--- config.mk ---
export PLATFORM = sky130hd
export DESIGN_NAME = mc_sequencer
export DESIGN_NICKNAME = d
export VERILOG_FILES = /design/src/rtl/mc_sequencer.sv
export SDC_FILE = /design/constraint.sdc
export NUM_CORES = 1
export LEC_CHECK = 0
export CORE_MARGIN = 2
export CORE_UTILIZATION = 25
export CTS_BUF_LIST = sky130_fd_sc_hd__clkbuf_16
export DETAILED_ROUTE_END_ITERATION = 16
export DONT_BUFFER_PORTS = 1
export SLEW_MARGIN = 10
export SYNTH_ARGS = -nofsm -noshare
export SYNTH_HDL_FRONTEND = slang
export SYNTH_SLANG_ARGS = --single-unit
export TNS_END_PERCENT = 5
--- constraint.sdc ---
create_clock -name clk -period 3.9 [get_ports clk]
set_clock_uncertainty 0.2 [all_clocks]
set_input_delay 0.78 -clock clk [delete_from_list [all_inputs] [get_ports clk]]
set_output_delay 0.78 -clock clk [all_outputs]
set_load 0.02 [all_outputs]
--- src/rtl/mc_sequencer.sv ---
// Multi-cycle control sequencer for a small RISC-V subset. It steps each
// instruction through FETCH/DECODE/EXEC/MEM/WB and counts retired instructions.
module mc_sequencer #(
    parameter logic [2:0] RESET_STATE = 3'd0
) (
    input  logic        clk,
    input  logic        rst,
    input  logic [6:0]  opcode_i,
    input  logic [2:0]  funct3_i,
    input  logic        funct7b5_i,
    input  logic        imem_ready_i,
    input  logic        dmem_ready_i,
    input  logic        zero_i,
    output logic [4:0]  ALUop_o,
    output logic        ALUSrc1,
    output logic        ALUSrc2,
    output logic        IRWrite,
    output logic        PCWrite,
    output logic        MemRead,
    output logic        MemWrite,
    output logic        RegWrite,
    output logic        PCSrc,
    output logic [2:0]  state_o,
    output logic        illegal_o,
    output logic [31:0] retire_cnt_o
);

    typedef enum logic [2:0] {
        FETCH  = 3'd0,
        DECODE = 3'd1,
        EXEC   = 3'd2,
        MEM    = 3'd3,
        WB     = 3'd4,
        TRAP   = 3'd5
    } state_t;

    typedef enum logic [2:0] {
        CL_NONE, CL_R, CL_ADDI, CL_LW, CL_SW, CL_JALR, CL_BEQ
    } class_t;

    state_t      state_q, state_d;
    class_t      class_q, class_d;
    logic [4:0]  aluop_q, aluop_d;
    logic        illegal_q, illegal_d;
    logic [31:0] retire_cnt_q, retire_cnt_d;

    class_t      dec_class;
    logic [4:0]  dec_aluop;
    logic        retire;

    // An ALUop of zero from the decoder means the combination is not supported.
    always_comb begin
        dec_class = CL_NONE;
        dec_aluop = 5'b00000;
        case (opcode_i)
            7'b0110011: begin
                case ({funct7b5_i, funct3_i})
                    4'b0_000: dec_aluop = 5'b01101;
                    4'b1_000: dec_aluop = 5'b01110;
                    4'b0_001: dec_aluop = 5'b01000;
                    4'b0_100: dec_aluop = 5'b00110;
                    4'b0_101: dec_aluop = 5'b01001;
                    4'b0_110: dec_aluop = 5'b00101;
                    4'b0_111: dec_aluop = 5'b00100;
                    default:  dec_aluop = 5'b00000;
                endcase
                if (dec_aluop != 5'b00000) dec_class = CL_R;
            end
            7'b0010011: if (funct3_i == 3'b000) begin dec_class = CL_ADDI; dec_aluop = 5'b01100; end
            7'b0000011: if (funct3_i == 3'b010) begin dec_class = CL_LW;   dec_aluop = 5'b10100; end
            7'b0100011: if (funct3_i == 3'b010) begin dec_class = CL_SW;   dec_aluop = 5'b10101; end
            7'b1100111: if (funct3_i == 3'b000) begin dec_class = CL_JALR; dec_aluop = 5'b10100; end
            7'b1100011: if (funct3_i == 3'b000) begin dec_class = CL_BEQ;  dec_aluop = 5'b10001; end
            default: ;
        endcase
    end

    always_comb begin
        state_d   = state_q;
        class_d   = class_q;
        aluop_d   = aluop_q;
        illegal_d = illegal_q;
        retire    = 1'b0;
        ALUop_o   = 5'b00000;
        ALUSrc1   = 1'b0;
        ALUSrc2   = 1'b0;
        IRWrite   = 1'b0;
        PCWrite   = 1'b0;
        MemRead   = 1'b0;
        MemWrite  = 1'b0;
        RegWrite  = 1'b0;
        PCSrc     = 1'b0;
        case (state_q)
            FETCH: begin
                if (imem_ready_i) begin
                    IRWrite = 1'b1;
                    state_d = DECODE;
                end
            end
            DECODE: begin
                if (dec_class == CL_NONE) begin
                    illegal_d = 1'b1;
                    state_d   = TRAP;
                end else begin
                    class_d = dec_class;
                    aluop_d = dec_aluop;
                    state_d = EXEC;
                end
            end
            EXEC: begin
                ALUop_o = aluop_q;
                case (class_q)
                    CL_R: state_d = WB;
                    CL_ADDI, CL_JALR: begin
                        ALUSrc2 = 1'b1;
                        state_d = WB;
                    end
                    CL_LW, CL_SW: begin
                        ALUSrc2 = 1'b1;
                        state_d = MEM;
                    end
                    CL_BEQ: begin
                        ALUSrc1 = 1'b1;
                        ALUSrc2 = 1'b1;
                        PCWrite = 1'b1;
                        PCSrc   = zero_i;
                        retire  = 1'b1;
                        state_d = FETCH;
                    end
                    default: state_d = FETCH;
                endcase
            end
            MEM: begin
                ALUop_o  = aluop_q;
                ALUSrc2  = 1'b1;
                MemRead  = (class_q == CL_LW);
                MemWrite = (class_q == CL_SW);
                if (dmem_ready_i) begin
                    if (class_q == CL_LW) begin
                        state_d = WB;
                    end else begin
                        PCWrite = 1'b1;
                        retire  = 1'b1;
                        state_d = FETCH;
                    end
                end
            end
            WB: begin
                RegWrite = 1'b1;
                PCWrite  = 1'b1;
                PCSrc    = (class_q == CL_JALR);
                retire   = 1'b1;
                state_d  = FETCH;
            end
            TRAP:    state_d = TRAP;
            default: state_d = FETCH;
        endcase
        retire_cnt_d = retire ? retire_cnt_q + 32'd1 : retire_cnt_q;
    end

    always_ff @(posedge clk or negedge rst) begin
        if (!rst) begin
            state_q      <= state_t'(RESET_STATE);
            class_q      <= CL_NONE;
            aluop_q      <= 5'b00000;
            illegal_q    <= 1'b0;
            retire_cnt_q <= 32'd0;
        end else begin
            state_q      <= state_d;
            class_q      <= class_d;
            aluop_q      <= aluop_d;
            illegal_q    <= illegal_d;
            retire_cnt_q <= retire_cnt_d;
        end
    end

    assign state_o      = state_q;
    assign illegal_o    = illegal_q;
    assign retire_cnt_o = retire_cnt_q;

endmodule

; ---- Yosys cells after proc, flatten, opt, wreduce, memory -nomap -nowiden
; Cells that the tools add are included.
[totals]
register_bits = 44
input_bits = 16
output_inout_bits = 49
[classes]
add_sub_neg = 1
n_eq_ne = 26
muxes = 36
bitwise_logic = 1
n_reduce_logical = 12
[ops]
columns = operator, count
row1 = 32-bit by 1-bit adder with 32-bit output (second input constant), 1
row2 = 5-bit two-way mux, 6
row3 = 5-bit one-hot mux with 6 select lines, 1
row4 = 4-bit one-hot mux with 7 select lines, 1
row5 = 3-bit two-way mux, 7
row6 = 3-bit one-hot mux with 6 select lines, 1
row7 = 4-bit by 3-bit == test with 1-bit output (second input constant), 4
row8 = 3-bit by 2-bit == test with 1-bit output (second input constant), 5
row9 = 3-bit == test (second input constant), 5
row10 = 3-bit one-hot mux with 5 select lines, 1
row11 = 7-bit by 6-bit == test with 1-bit output (second input constant), 2
row12 = 7-bit == test (second input constant), 2
row13 = 1-bit two-way mux, 12
row14 = 3-bit zero test, 3
row15 = 7-bit by 2-bit == test with 1-bit output (second input constant), 1
row16 = 7-bit by 5-bit == test with 1-bit output (second input constant), 1
row17 = 3-bit by 1-bit == test with 1-bit output (second input constant), 2
row18 = 3-bit one-hot mux with 2 select lines, 1
row19 = 2-bit AND reduction, 3
row20 = 5-bit nonzero test, 1
row21 = 5-bit OR reduction, 1
row22 = 4-bit by 1-bit == test with 1-bit output (second input constant), 1
row23 = 4-bit == test (second input constant), 1
row24 = 4-bit zero test, 1
row25 = other kinds (8), 12

; ---- Logic depth before layout (Yosys ltp)
[logic_depth]
ltp_word = 9
depth_mapped = 7
depth_no_buf = 5

; ---- Worst setup path before layout
; OpenSTA, ideal clock, no wires.
[synth_path]
path_kind = input to output
start = in imem_ready_i
end = out IRWrite
t_arrival_ns = 1.566
path_slack_ns = 1.354
cell_stages = 1
path_buffers = 0
path_cell_list = nor4b_1
[synth_between]
elab_chain_len = 2
[synth_rtl]
columns = item, line
row1 = start: declaration, 11  ; input logic imem_ready_i,
row2 = 1-bit two-way mux, 95  ; if (imem_ready_i) begin
row3 = 1-bit two-way mux, 93  ; case (state_q)
row4 = end: declaration, 17  ; output logic IRWrite,
; Every way passes these cells.

; ---- Worst setup path after layout
[layout_path]
start = reg state_q[1], in the netlist state_o[1]
end = out PCSrc
[layout_between]
elab_chain_len = 2
word_cells_on_any_way = 3
[layout_rtl]
columns = item, line
row1 = start: declaration, 41  ; state_t state_q, state_d;
row2 = start signal: assignment, 163  ; state_q <= state_t'(RESET_STATE);
row3 = start signal: assignment, 169  ; state_q <= state_d;
row4 = 3-bit == test or 3-bit by 2-bit == test with 1-bit output (tied branches), 93
row5 = 1-bit one-hot mux with 2 select lines (*), 93
row6 = end: declaration, 22  ; output logic PCSrc,
; Every way passes the cells marked *; elsewhere a longest branch is shown, timed or not.

==> flow_summary.yaml <==
drt:
  wl_met3_um: 479
  first_pass_iters: 4
  routed_wl_mm: 6.791
  antenna_left: 0
  routed.top_layer: "met4"
  drc_errors: 0
  drt-initial-drc-count: 107
  wl_met1_mm: 3.002
  vias_per_cell: 5.203
  wl_per_cell_um: 16.81
  vias: 2102
  wl_met2_mm: 3.198
sta:
  rsz0062_at_grt: "no"
  finalWorstPathRequiredPeriod_ns: 3.055
  finalHoldViolations: 0
  setup-violations-final: 0
  finalWorstSetupSlack_ns: 0.8451
  slew_viol_final: 0
  relSlewSlack: 0.4484
  fmax_mhz: 327.3
  worstMarginPinSlew_ns: 0.8210
  period_share: 0.7833
  finalSetupTns_ns: 0
logic_synthesis:
  synth_top_area_cell: "dfrtp_1"
  syn_inst: 265
  synth_nets: 282
  syn_avg_cell_area_um2: 10.52
  synth.distinct_cells: 58
  yosysSeqAreaShare: 0.3950
  yosys_register_bits: 44
  ys_async_sr_fraction: 1.000
  synth_flop_cell: "dfrtp_1"
  synth-edff-count: 0
  syn-cell-area_um2: 2788
  yosys-top-cells-area: "dfrtp_1 (39%), a2111oi_2 (8.6%), xor2_1 (8.2%)"
  yosys_warnings: 0
  yosys.area.top_type_share: 0.3950
clock_tree:
  cts_buffer_depth: 2
  worstSkewPairLatency_ns: 0.28
  cts.htree.levels: 2
  clk_pin_slew_worst_paths_ns: 0.07
  root_buffer: "clkbuf_16"
  cts_buffers: 5
  clock-sinks: 44
  cts_setup_buffers: 0
  cts_tree: "built"
placed_design:
  dp_hpwl_mm: 4.947
  placed_cells: 395
  place_ws_ns: 1.110
  placed_area_um2: 2898
  io_buffers: 0
  place.gp.congestion: 0.8131
power:
  p_total_uw: 966.1
  leakage_nw: 0.9974
  power_density_nw_per_um2: 312.3
  vdd_drop_max_v: 0.0001443
worst_setup_path:
  setup.worst_path.end_class: "output port"
  slowest_stage: "dfrtp_1"
  cp_slowest_stage_delay_ns: 0.63
  cp-start-kind: "flip-flop"
  path_class: "flip-flop to output port"
  crit_required_ns: 2.92
  critPathArrivalTime_ns: 2.07
  crit_fanout: 10
  path_cells: "nor2b_4 -> a31oi_1 -> nor3b_1"
global_routing:
  grt.overflow.total: 0
  antenna_found_initial: 0
  grt_max_degree: 45
  grt_usage: 0.1122
  grt_pass1_wl_mm: 10.55
  first_global_vias: 1996
die:
  ios: 65
  row_count: 38
  die_w_um: 109.6
  initial_core_util: 0.2572
  dieArea_um2: 12010
  core_area_um2: 10840
  dieHeight_um: 109.6
cells_and_area:
  finalNetCount: 280
  layout_commonest_cell: "dfrtp_1"
  diodes: 0
  mostFrequentLayoutCells: "dfrtp_1 (44), xor2_1 (26), nand2_1 (21)"
  drive_gt1_frac: 0.1553
  fin_cells: 404
  syn_to_final_growth_pct: 10.95
  final_area_um2: 3093
worst_hold_path:
  hold_path.class: "primary input to async pin"
flow_run:
  max-cap-violations: 0
status:
  status: "finished, final reports clean"
-- cell type report --
class / instances / area, um2
Fill cell: 1137 / 7747
Multi-Input combinational cell: 192 / 1539
Sequential cell: 44 / 1101
Tap cell: 140 / 175.2
Clock buffer: 5 / 125.1
Inverter: 16 / 60.06
Timing Repair Buffer: 4 / 50.05
Clock inverter: 3 / 42.54
-- worst max-delay path, delay by kind of cell, from the launching register on --
kind | cells | cell delay, ns
DFF | 1 | 0.63
AOI/OAI and AO/OA | 1 | 0.13
and+or+nand+nor | 2 | 1.04
-- cell families after synthesis --
group	count (synthesis)	synth area share
and+or+nand+nor	89	0.2069
AOI/OAI and AO/OA	63	0.2145
DFF	44	0.3950
xor gates and xnor gates	35	0.1100
buffers and inverters	29	0.05296
muxes	4	0.01616
adders and majority gates	1	0.004488
-- power breakdown --
part | internal [mW] | switching (mW)
sequential | 0.457 | 0.000539
clock | 0.301 | 0.178
combinational | 0.0118 | 0.0182
-- stage by stage --
step	util	hold slack, ns
6_report	0.2853	0.1336
5_1_grt	0.2853	0.1462
4_1_cts	0.2853	0.1442
3_5_place_dp	0.2673	0.2575
3_3_place_gp	0.2673	0.2538
2_1_floorplan	-	0.2414
-- metal layers --
layer  vias up  global-route usage
met1      1045              0.1469
li1        983                   -
met3        12             0.03675
met5         -                   0
met2        62              0.1764
met4         0             0.03255
-- sequential cells by signal, summed over array words and instances (netlist names) --
signal        flops
aluop_q           5
class_q           3
illegal_o         1
retire_cnt_o     32
state_o           3
-- synthesized netlist by cell type (4+ instances only) --
| cell type | n |
|---|---|
| xnor2_1 | 9 |
| a211oi_1 | 12 |
| and4_1 | 5 |
| mux2_1 | 4 |
| inv_1 | 16 |
| and2_1 | 6 |
| nor2_1 | 6 |
| a21oi_1 | 6 |
| nand3_1 | 11 |
| o21ai_0 | 4 |
| nand2_1 | 21 |
| dfrtp_1 | 44 |
| nand2b_1 | 4 |
| a2111oi_2 | 16 |
| nor3b_1 | 4 |
| xor2_1 | 26 |
| buf_2 | 4 |
-- worst paths after layout --
kind	cells past startpoint	slack, ns	end	start
hold reg to reg	1	0.26	aluop_q[3]	aluop_q[3]
max in group asynchronous	1	3.15	retire_cnt_o[14]	rst
min in group clk	1	0.26	aluop_q[3]	aluop_q[3]
setup reg to reg	5	1.25	retire_cnt_o[14]	state_o[2]
setup / recovery	3	0.85	PCSrc	state_o[1]
hold / removal	1	0.13	retire_cnt_o[26]	rst
-- timing repair --
action	in CTS	in global routing
hold buffers	1	0
hold endpoints to repair	44	0
gates resized for setup	0	0
Note: power is estimated with default switching activity, not from simulation.
